--- src/rtl/miopatia_pkg.sv ---
// Shared types and defaults for the miopatia arithmetic units.
package miopatia_pkg;

  typedef enum logic [2:0] {
    IDLE   = 3'd0,
    CALC   = 3'd1,
    FINALI = 3'd2
  } sq_state_t;

  localparam int unsigned SQ_W_DEF = 8;

endpackage

--- src/rtl/cuadrador_seq.sv ---
// Sequential shift-and-add squarer: Y = X*X over W iterations, START/FIN level handshake.
module cuadrador_seq
  import miopatia_pkg::*;
#(
  parameter int unsigned W = SQ_W_DEF
) (
  input  logic             CLK,
  input  logic             RESET,
  input  logic             START,
  input  logic [W-1:0]     X,
  output logic             FIN,
  output logic             BUSY,
  output logic [2*W-1:0]   Y
);

  localparam int unsigned CNT_W = (W > 1) ? $clog2(W) : 1;
  localparam logic [CNT_W-1:0] CNT_LAST = CNT_W'(W - 1);

  sq_state_t        state_q, state_d;
  logic [2*W-1:0]   acc_q, acc_d;
  logic [2*W-1:0]   x_sh_q, x_sh_d;
  logic [W-1:0]     m_sh_q, m_sh_d;
  logic [CNT_W-1:0] cnt_q, cnt_d;
  logic [2*W-1:0]   y_q, y_d;
  logic [2*W-1:0]   sum;

  // Next-state, datapath step and FIN/BUSY decode from the current state.
  always_comb begin
    state_d = state_q;
    acc_d   = acc_q;
    x_sh_d  = x_sh_q;
    m_sh_d  = m_sh_q;
    cnt_d   = cnt_q;
    y_d     = y_q;
    FIN     = 1'b0;
    BUSY    = 1'b0;
    sum     = acc_q + (m_sh_q[0] ? x_sh_q : '0);

    case (state_q)
      IDLE: begin
        if (START) begin
          x_sh_d  = {{W{1'b0}}, X};
          m_sh_d  = X;
          acc_d   = '0;
          cnt_d   = '0;
          y_d     = '0;
          state_d = CALC;
        end
      end
      CALC: begin
        BUSY   = 1'b1;
        acc_d  = sum;
        x_sh_d = x_sh_q << 1;
        m_sh_d = m_sh_q >> 1;
        cnt_d  = cnt_q + 1'b1;
        // The last partial product is folded straight into Y on the exit edge.
        if (cnt_q == CNT_LAST) begin
          y_d     = sum;
          state_d = FINALI;
        end
      end
      FINALI: begin
        FIN = 1'b1;
        if (!START) state_d = IDLE;
      end
      default: state_d = IDLE;
    endcase
  end

  // State and datapath registers; synchronous reset discards any in-flight result.
  always_ff @(posedge CLK) begin
    if (RESET) begin
      state_q <= IDLE;
      acc_q   <= '0;
      x_sh_q  <= '0;
      m_sh_q  <= '0;
      cnt_q   <= '0;
      y_q     <= '0;
    end else begin
      state_q <= state_d;
      acc_q   <= acc_d;
      x_sh_q  <= x_sh_d;
      m_sh_q  <= m_sh_d;
      cnt_q   <= cnt_d;
      y_q     <= y_d;
    end
  end

  assign Y = y_q;

endmodule
--- config.mk ---
export PLATFORM = sky130hd
export DESIGN_NAME = cuadrador_seq
export DESIGN_NICKNAME = d
export VERILOG_FILES = /design/src/rtl/miopatia_pkg.sv /design/src/rtl/cuadrador_seq.sv
export SDC_FILE = /design/constraint.sdc
export NUM_CORES = 1
export LEC_CHECK = 0
export BUFFER_PORTS_ARGS = -buffer_cell sky130_fd_sc_hd__buf_2
export CELL_PAD_IN_SITES_DETAIL_PLACEMENT = 1
export CELL_PAD_IN_SITES_GLOBAL_PLACEMENT = 2
export CORE_ASPECT_RATIO = 1.2
export CORE_MARGIN = 2
export CORE_UTILIZATION = 30
export CTS_CLUSTER_SIZE = 28
export DETAILED_ROUTE_END_ITERATION = 16
export GPL_ROUTABILITY_DRIVEN = 0
export GPL_TIMING_DRIVEN = 0
export PLACE_DENSITY = 0.78
export SLEW_MARGIN = 20
export SYNTH_ARGS = -nofsm -noshare
export SYNTH_HDL_FRONTEND = slang
export SYNTH_SLANG_ARGS = --single-unit
--- constraint.sdc ---
create_clock -name CLK -period 3.35 [get_ports CLK]
set_input_delay 0.1675 -clock CLK [delete_from_list [all_inputs] [get_ports CLK]]
set_output_delay 0.1675 -clock CLK [all_outputs]
set_load 0.05 [all_outputs]
Word-level counts from Yosys, hierarchy flattened
Index checks and enable logic that the tools add are counted.
{"block": "word_totals", "out_inout_bits": 18, "reg_bits": 62, "word_cells": 36}
{"block": "op_classes", "mux": 17, "n_addsub": 2, "n_reduce_logical": 5, "n_eq_ne": 6}
{"op": "$pmux W16 S2", "n": 3}
{"op": "$mux W16", "n": 4}
{"op": "$add A16 B16 Y16", "n": 1}
{"op": "$pmux W8 S2", "n": 1}
{"op": "$mux W3", "n": 4}
{"op": "$pmux W3 S3", "n": 1}
{"op": "$mux W8", "n": 1}
{"op": "$ne A2 B2 Y1 const B", "n": 3}
{"op": "$pmux W3 S2", "n": 1}
{"op": "$reduce_and A3 Y1", "n": 2}
{"op": "$add A3 B1 Y3 const B", "n": 1}
{"op": "$eq A3 B1 Y1 const B", "n": 1}
{"op": "$eq A3 B2 Y1 const B", "n": 1}
{"op": "$eq A3 B3 Y1 const B", "n": 1}
{"op": "$logic_not A3 Y1", "n": 1}
{"op": "$mux W1", "n": 2}
{"op": "$reduce_and A2 Y1", "n": 1}
{"op": "$reduce_bool A2 Y1", "n": 1}

Depth between registers and ports, before layout
Gate-level depths: netlist of the first run.
{"block": "logic_depth", "word_depth": 4, "mapped_depth": 11, "ltp_nobuf": 10}

Least setup slack after synthesis of the first run
Ideal clock, no wire load.
{"block": "synth_path", "path_type": "reg2reg", "startpoint": "register m_sh_q[0]", "endpoint": "register y_q[15] (netlist: Y[15])", "arrival_ps": 2396, "path_slack_ps": 833, "required_ps": 3228, "synth_period_minus_slack_ps": 2517, "stages_incl_launch_ff": 11, "path_cell_list": "dfxtp_1 -> clkbuf_1 -> and2_1 -> ha_1 -> buf_6 -> a21o_1 -> o21bai_4 -> o2111a_1 -> a41o_1 -> a211o_1 -> a221o_1"}
{"block": "synth_between", "elab_chain_cells": 4}
{"item": "from (decl)", "line_no": "cuadrador_seq.sv:22", "source": "logic [W-1:0] m_sh_q, m_sh_d;"}
{"item": "from (signal assigned)", "line_no": "cuadrador_seq.sv:83", "source": "m_sh_q <= m_sh_d;"}
{"item": "$mux W16", "line_no": "cuadrador_seq.sv:37", "source": "sum = acc_q + (m_sh_q[0] ? x_sh_q : '0);"}
{"item": "$add A16 B16 Y16", "line_no": "cuadrador_seq.sv:37"}
{"item": "$mux W16", "line_no": "cuadrador_seq.sv:57", "source": "if (cnt_q == CNT_LAST) begin"}
{"item": "$pmux W16 S2", "line_no": "cuadrador_seq.sv:39", "source": "case (state_q)"}
{"item": "to (signal assigned)", "line_no": "cuadrador_seq.sv:85", "source": "y_q <= y_d;"}
{"item": "to (decl)", "line_no": "cuadrador_seq.sv:24", "source": "logic [2*W-1:0] y_q, y_d;"}
Every way passes these cells. The select of a mux whose other input is x is not followed.
A chain may end at the register's enable or synchronous reset.

Final worst setup path of the first run
{"block": "layout_path", "startpoint": "register m_sh_q[0]", "endpoint": "register acc_q[12]"}
{"block": "layout_between", "elab_chain_cells": 3}
{"item": "$mux W16", "line_no": "cuadrador_seq.sv:37"}
{"item": "$add A16 B16 Y16", "line_no": "cuadrador_seq.sv:37"}
{"item": "$pmux W16 S2", "line_no": "cuadrador_seq.sv:39"}
{"item": "to (signal assigned)", "line_no": "cuadrador_seq.sv:74", "source": "acc_q <= '0;"}
{"item": "to (signal assigned)", "line_no": "cuadrador_seq.sv:81", "source": "acc_q <= acc_d;"}
{"item": "to (decl)", "line_no": "cuadrador_seq.sv:20", "source": "logic [2*W-1:0] acc_q, acc_d;"}
Every way passes these cells.

==> run metrics, run 1 <==
status finished, final reports clean; met1 usage 0.212; Die Wd 96.5 um; Tot Pwr just under 2 mW; crit path max fanout 10; Post-route DRC 0; I/O Buffers 28; Syn Nets about 390; Num CTS Buffers 9; synth warn 0; clk_skew 6.62 ps; Setup WS post-layout ~330 ps; routing usage on met2 0.300; # fillers between 1000 and 1500; Final #Nets 432; syn avg cell area approximately 8.5 um2; flop2flop setup slack roughly 330 ps; Slew @ Worst Pin 853 ps; Worst EP required about 3600 ps; First-pass DRT Iterations 4; final wirelength slightly above 9 mm; RSZ-0062 raised after global routing false; antenna fix cells 0; first-pass GRT wire length between 10 and 15 mm; worst path arrival time around 3300 ps; wire length per cell roughly 17 um; post-synthesis sequential area ratio 0.397; Area Growth Syn to Fin 20.3%; Setup TNS 0 ps; cts-stage hold buffer count 0; Worst Setup End Kind register; Max Root-Sink Buffers 2; FP Rows 40; minimum clock period after layout roughly 3000 ps; Num Clock Sinks 61; CTS tree done; H-tree depth 3; Initial Utilization 0.308; Worst Setup Path Type reg -> reg; total track usage 0.177; busiest layer in global routing met2; core area roughly 10000 um2; Placed Instances a little over 500; Pwr per Cell Area 526 nW/um2; max capacitance violation total 0; Post-DRT Antenna Nets 0; commonest non-fill, non-tap cells in the layout dfxtp_1 (61), nor2_1 (49), nand2_1 (45); Post-Syn Area slightly above 3000 um2; Leak 1.60 nW; most common cell after layout, fill and taps aside dfxtp_1; num ports 29; via count 2818; vias in the first global route 2868; met3 Track Usage GR 0.0400; via/cell ratio around 5.3; Worst-path clk slew about 60 ps; Final Instance Count excl. Fillers roughly 530; Final Hold Viols 0; grt total ovfl 0; CP startpoint kind register; Hold WC Path Type in -> reg; maximum clock rate 331 MHz; final core utilization 0.370; clk root buf clkbuf_16; Post-Syn Instances 364; antenna violations before repair 0; worst rel slew slack 0.432; pre-CTS setup slack between 150 and 200 ps; pin count of the biggest net entering global routing 11; starting DRC count in detailed routing 61; Max VDD drop around 0.00026 V; Die Span Y 115 um; share of cells above drive strength 1 0.133; die area 11100 um2; Final Max Slew Viols 0; Yosys reg bits slightly above 60; # setup viols final 0; Final Cycle Share 0.903; Cell variety after synth 45; hpwl dp approximately 6.9 mm; clock latency on the worst-skew pair 330 ps
[state kept, by name (all words and copies together) (netlist names)]
register	cells
acc_q	16
Y	16
cnt_q	3
m_sh_q	8
x_sh_q	16
state_q	2
[through the flow]
stage                     hold WS [ps]  cell area (um2)
final                             89.4             3700
after global routing               115             3700
after CTS                         85.1             3700
after detailed placement           436             3380
after global placement             425             3380
after floorplan                    316             3080
[cell type report]
cell class | count | area, um2 | share of cell area
Multi-Input combinational cell | 279 | 1760 | 0.475
Sequential cell | 61 | 1220 | 0.330
Clock buffer | 12 | 256 | 0.0693
Tap cell | 126 | 158 | 0.0426
Timing Repair Buffer | 28 | 140 | 0.0378
Buffer | 17 | 72.6 | 0.0196
Clock inverter | 3 | 68.8 | 0.0186
Inverter | 7 | 26.3 | 0.00709
[final timing paths]
check,startpoint,cells past startpoint,end
max,m_sh_q[0],11,acc_q[12]
min,X[0],3,x_sh_q[0]
max reg2reg,m_sh_q[0],11,acc_q[12]
min reg2reg,Y[2],2,Y[2]
[report_power, final]
group	internal (mW)	switching, mW
combinational	0.0457	0.104
sequential	0.747	0.0167
clock	0.689	0.345
total	1.48	0.466
[kinds of logic (layout without fill, tap and decap cells)]
| logic type | count (synthesis) | in the layout | synth area share |
|---|---|---|---|
| mux | 2 | 2 | 0.00691 |
| compound gates | 114 | 114 | 0.263 |
| flops | 61 | 61 | 0.397 |
| simple gates | 132 | 132 | 0.189 |
| buf+inv | 24 | 67 | 0.0317 |
| fa+ha+maj | 18 | 18 | 0.0756 |
| xor+xnor | 13 | 13 | 0.0370 |
[Yosys cell counts (all sizes together)]
library cell / number / area [um2]
a22oi: 19 / 143
a211o: 1 / 8.76
a221o: 2 / 20.0
a21o: 5 / 37.5
a32o: 1 / 10.0
o211ai: 2 / 15.0
o21bai: 1 / 18.8
a22o: 11 / 96.3
nand3: 6 / 30.0
o22ai: 4 / 25.0
o2111a: 1 / 11.3
xnor2: 5 / 43.8
nor2: 49 / 184
or2: 1 / 6.26
o21a: 2 / 15.0
and4: 1 / 10.0
a211oi: 5 / 37.5
ha: 17 / 213
a21oi: 35 / 179
fa: 1 / 20.0
o31ai: 1 / 7.51
mux2i: 1 / 10.0
a41o: 1 / 10.0
dfxtp: 61 / 1220
clkbuf: 15 / 56.3
a311oi: 4 / 35.0
nand2b: 5 / 31.3
a31oi: 2 / 12.5
nand2: 45 / 169
xor2: 8 / 70.1
o21ai: 11 / 66.3
inv: 7 / 26.3
o221a: 4 / 45.0
and2: 14 / 87.6
nor2b: 6 / 37.5
and3: 1 / 6.26
a21boi: 1 / 7.51
nor3: 3 / 15.0
or3: 1 / 6.26
mux2: 1 / 11.3
buf: 2 / 15.0
o311ai: 1 / 8.76
[repair_timing]
action / CTS / global route
buffers inserted: 0 / 0
setup endpoints to repair: 0 / 2
resized for setup: 0 / 2
[per-layer routing]
metal  vias up  part of all wire
met2        43              0.49
met4         0             0.030
met3        16             0.028
met5         -                 0
met1      1374              0.45
li1       1385                 -
[critical path, stage by stage, from the launching register on]
cell and delay, ps:
dfxtp_1 480, clkbuf_2 280, and2_1 160, ha_1 260
inv_1 80, fa_1 410, nand2b_1 200, a21oi_1 210
o22ai_1 160, o31ai_1 330, xor2_1 140, a22o_1 210
Note: power is estimated with default switching activity, not from simulation.
==> run 2: changes to the inputs <==
- PLACE_DENSITY: 0.78 -> 0.65
==> run metrics, run 2 (synthesized netlist as in run 1, its figures left out) <==
status finished, final reports clean; Area Growth Syn to Fin 19.4%; Setup TNS 0 ps (unchanged); Slew @ Worst Pin 865 ps (+12.2 ps); Final #Nets 432 (unchanged); CTS tree done; Worst Setup End Kind register; Worst-path clk slew 60 ps (about the same); final instance area 3680 um2 (-0.71%); num ports 29 (unchanged); via count 2797 (-0.75%); worst path arrival time 3280 ps (+30 ps); wl on met1 4.48 mm (+8.8%); die area 11100 um2 (unchanged); Num CTS Buffers 9 (unchanged); RSZ-0062 raised after global routing false; minimum clock period after layout 3050 ps (+24.3 ps); Hold WC Path Type in -> reg; Final Max Slew Viols 0 (unchanged); worst rel slew slack 0.423 (-0.00816); total track usage 0.191 (+0.0144); Final Cycle Share 0.910 (+0.00724); highest metal used met4; Initial Utilization 0.308 (unchanged); max capacitance violation total 0 (unchanged); hpwl dp 7.36 mm (+6.7%); FP Rows 40 (unchanged); Reg area 1220 um2 (unchanged); Leak 1.59 nW (-0.79%); # fillers 1219 (-0.082%); Final Hold Viols 0 (unchanged); Worst Setup Path Type reg -> reg; # setup viols final 0 (unchanged); placed cell area 3380 um2 (unchanged); antenna fix cells 0 (unchanged); most common cell after layout, fill and taps aside dfxtp_1; Post-DRT Antenna Nets 0 (unchanged); Max VDD drop 0.000246 V (-5.7%); antenna violations before repair 0 (unchanged); cts-stage hold buffer count 0 (unchanged); commonest non-fill, non-tap cells in the layout dfxtp_1 (61), nor2_1 (49), nand2_1 (45); grt total ovfl 0 (unchanged); maximum clock rate 328 MHz (-0.80%); multi-input logic area 1760 um2 (unchanged); Worst EP required 3580 ps (about the same); metal2 WL 4.97 mm (+12%); first-pass GRT wire length 15.5 mm (+5.3%); starting DRC count in detailed routing 75 (+23%); clk_skew 5.00 ps (-1.62 ps); Final Hold Slack 90.8 ps (+1.43 ps); share of cells above drive strength 1 0.137 (+0.00458); Setup WS post-layout 302 ps (-24.3 ps); vias in the first global route 2827 (-1.4%); Die Wd 96.5 um (unchanged); I/O Buffers 28 (unchanged); Post-route DRC 0 (unchanged); core area 10000 um2 (unchanged); Max Root-Sink Buffers 2 (unchanged); wire length per cell 18.4 um (+8.4%); via/cell ratio 5.24 (-0.93%); clock latency on the worst-skew pair 340 ps (about the same); DR WL met3 215 um (-15%); First-pass DRT Iterations 5 (+1); pre-CTS setup slack 92.8 ps (-62.9 ps); H-tree depth 3 (unchanged); crit path max fanout 10 (unchanged); Die Span Y 115 um (unchanged); Pwr per Cell Area 507 nW/um2 (-3.6%); final wirelength 9.84 mm (+8.6%); CP startpoint kind register; Num Clock Sinks 61 (unchanged); pin count of the biggest net entering global routing 13 (+2); clk root buf clkbuf_16
run 2: changes by cell type in the layout (fill, tap and decap cells not counted), sizes merged:
cell,previous run,this run
buf,30,31
bufinv,2,1
clkbuf,27,23
clkinv,1,4
clkinvlp,0,1
inv,7,8
run 2: path summary, 6_finish.rpt:
kind | startpoint | to | cells past startpoint | slack [ps]
worst max-delay path | m_sh_q[0] | acc_q[12] | 11 | 300
worst min register to register | Y[0] | Y[0] | 2 | 450
worst max register to register | m_sh_q[0] | acc_q[12] | 11 | 300
worst min-delay path | X[0] | x_sh_q[0] | 3 | 90
run 2: area by class of cell:
type | count | area share
clock buffer | 9 | 0.0612
sequential | 61 | 0.332
clock inverter | 7 | 0.0201
tap | 126 | 0.0429
inverter | 7 | 0.00715
buffer | 17 | 0.0197
timing repair buffer | 28 | 0.0381
multi-input combinational | 279 | 0.479
run 2: per-stage QoR:
stage / total power, mW / utilization / std cells
2_1_floorplan: 0.873 / - / 364
3_3_place_gp: 0.933 / 0.337 / 518
3_5_place_dp: 0.934 / 0.337 / 518
4_1_cts: 1.89 / 0.367 / 534
5_1_grt: 1.93 / 0.367 / 534
6_report: 1.86 / 0.367 / 534
run 2: worst max-delay path, cell delays in order (launching register included):
cell	delay, ps
dfxtp_1	500
buf_2	290
and2_1	170
ha_1	260
inv_1	80
fa_1	410
nand2b_1	200
a21oi_1	220
o22ai_1	170
o31ai_1	280
xor2_1	140
a22o_1	210
run 2: timing repair:
item / 4_1_cts / 5_1_grt
setup endpoints to repair: 0 / 6
buffers inserted: 0 / 0
resized for setup: 0 / 3
run 2: where the power goes:
group | switching (mW) | internal (mW) | total (mW) | leakage (nW)
logic | 0.107 | 0.0459 | 0.152 | 0.945
registers | 0.0163 | 0.747 | 0.763 | 0.495
clock network | 0.370 | 0.578 | 0.948 | 0.146
total | 0.493 | 1.37 | 1.86 | 1.59
run 2: routing by layer:
metal,vias to the layer above,GRT usage
met5,-,0
met4,0,0.0808
met3,15,0.0269
met2,44,0.328
met1,1349,0.237
li1,1389,-
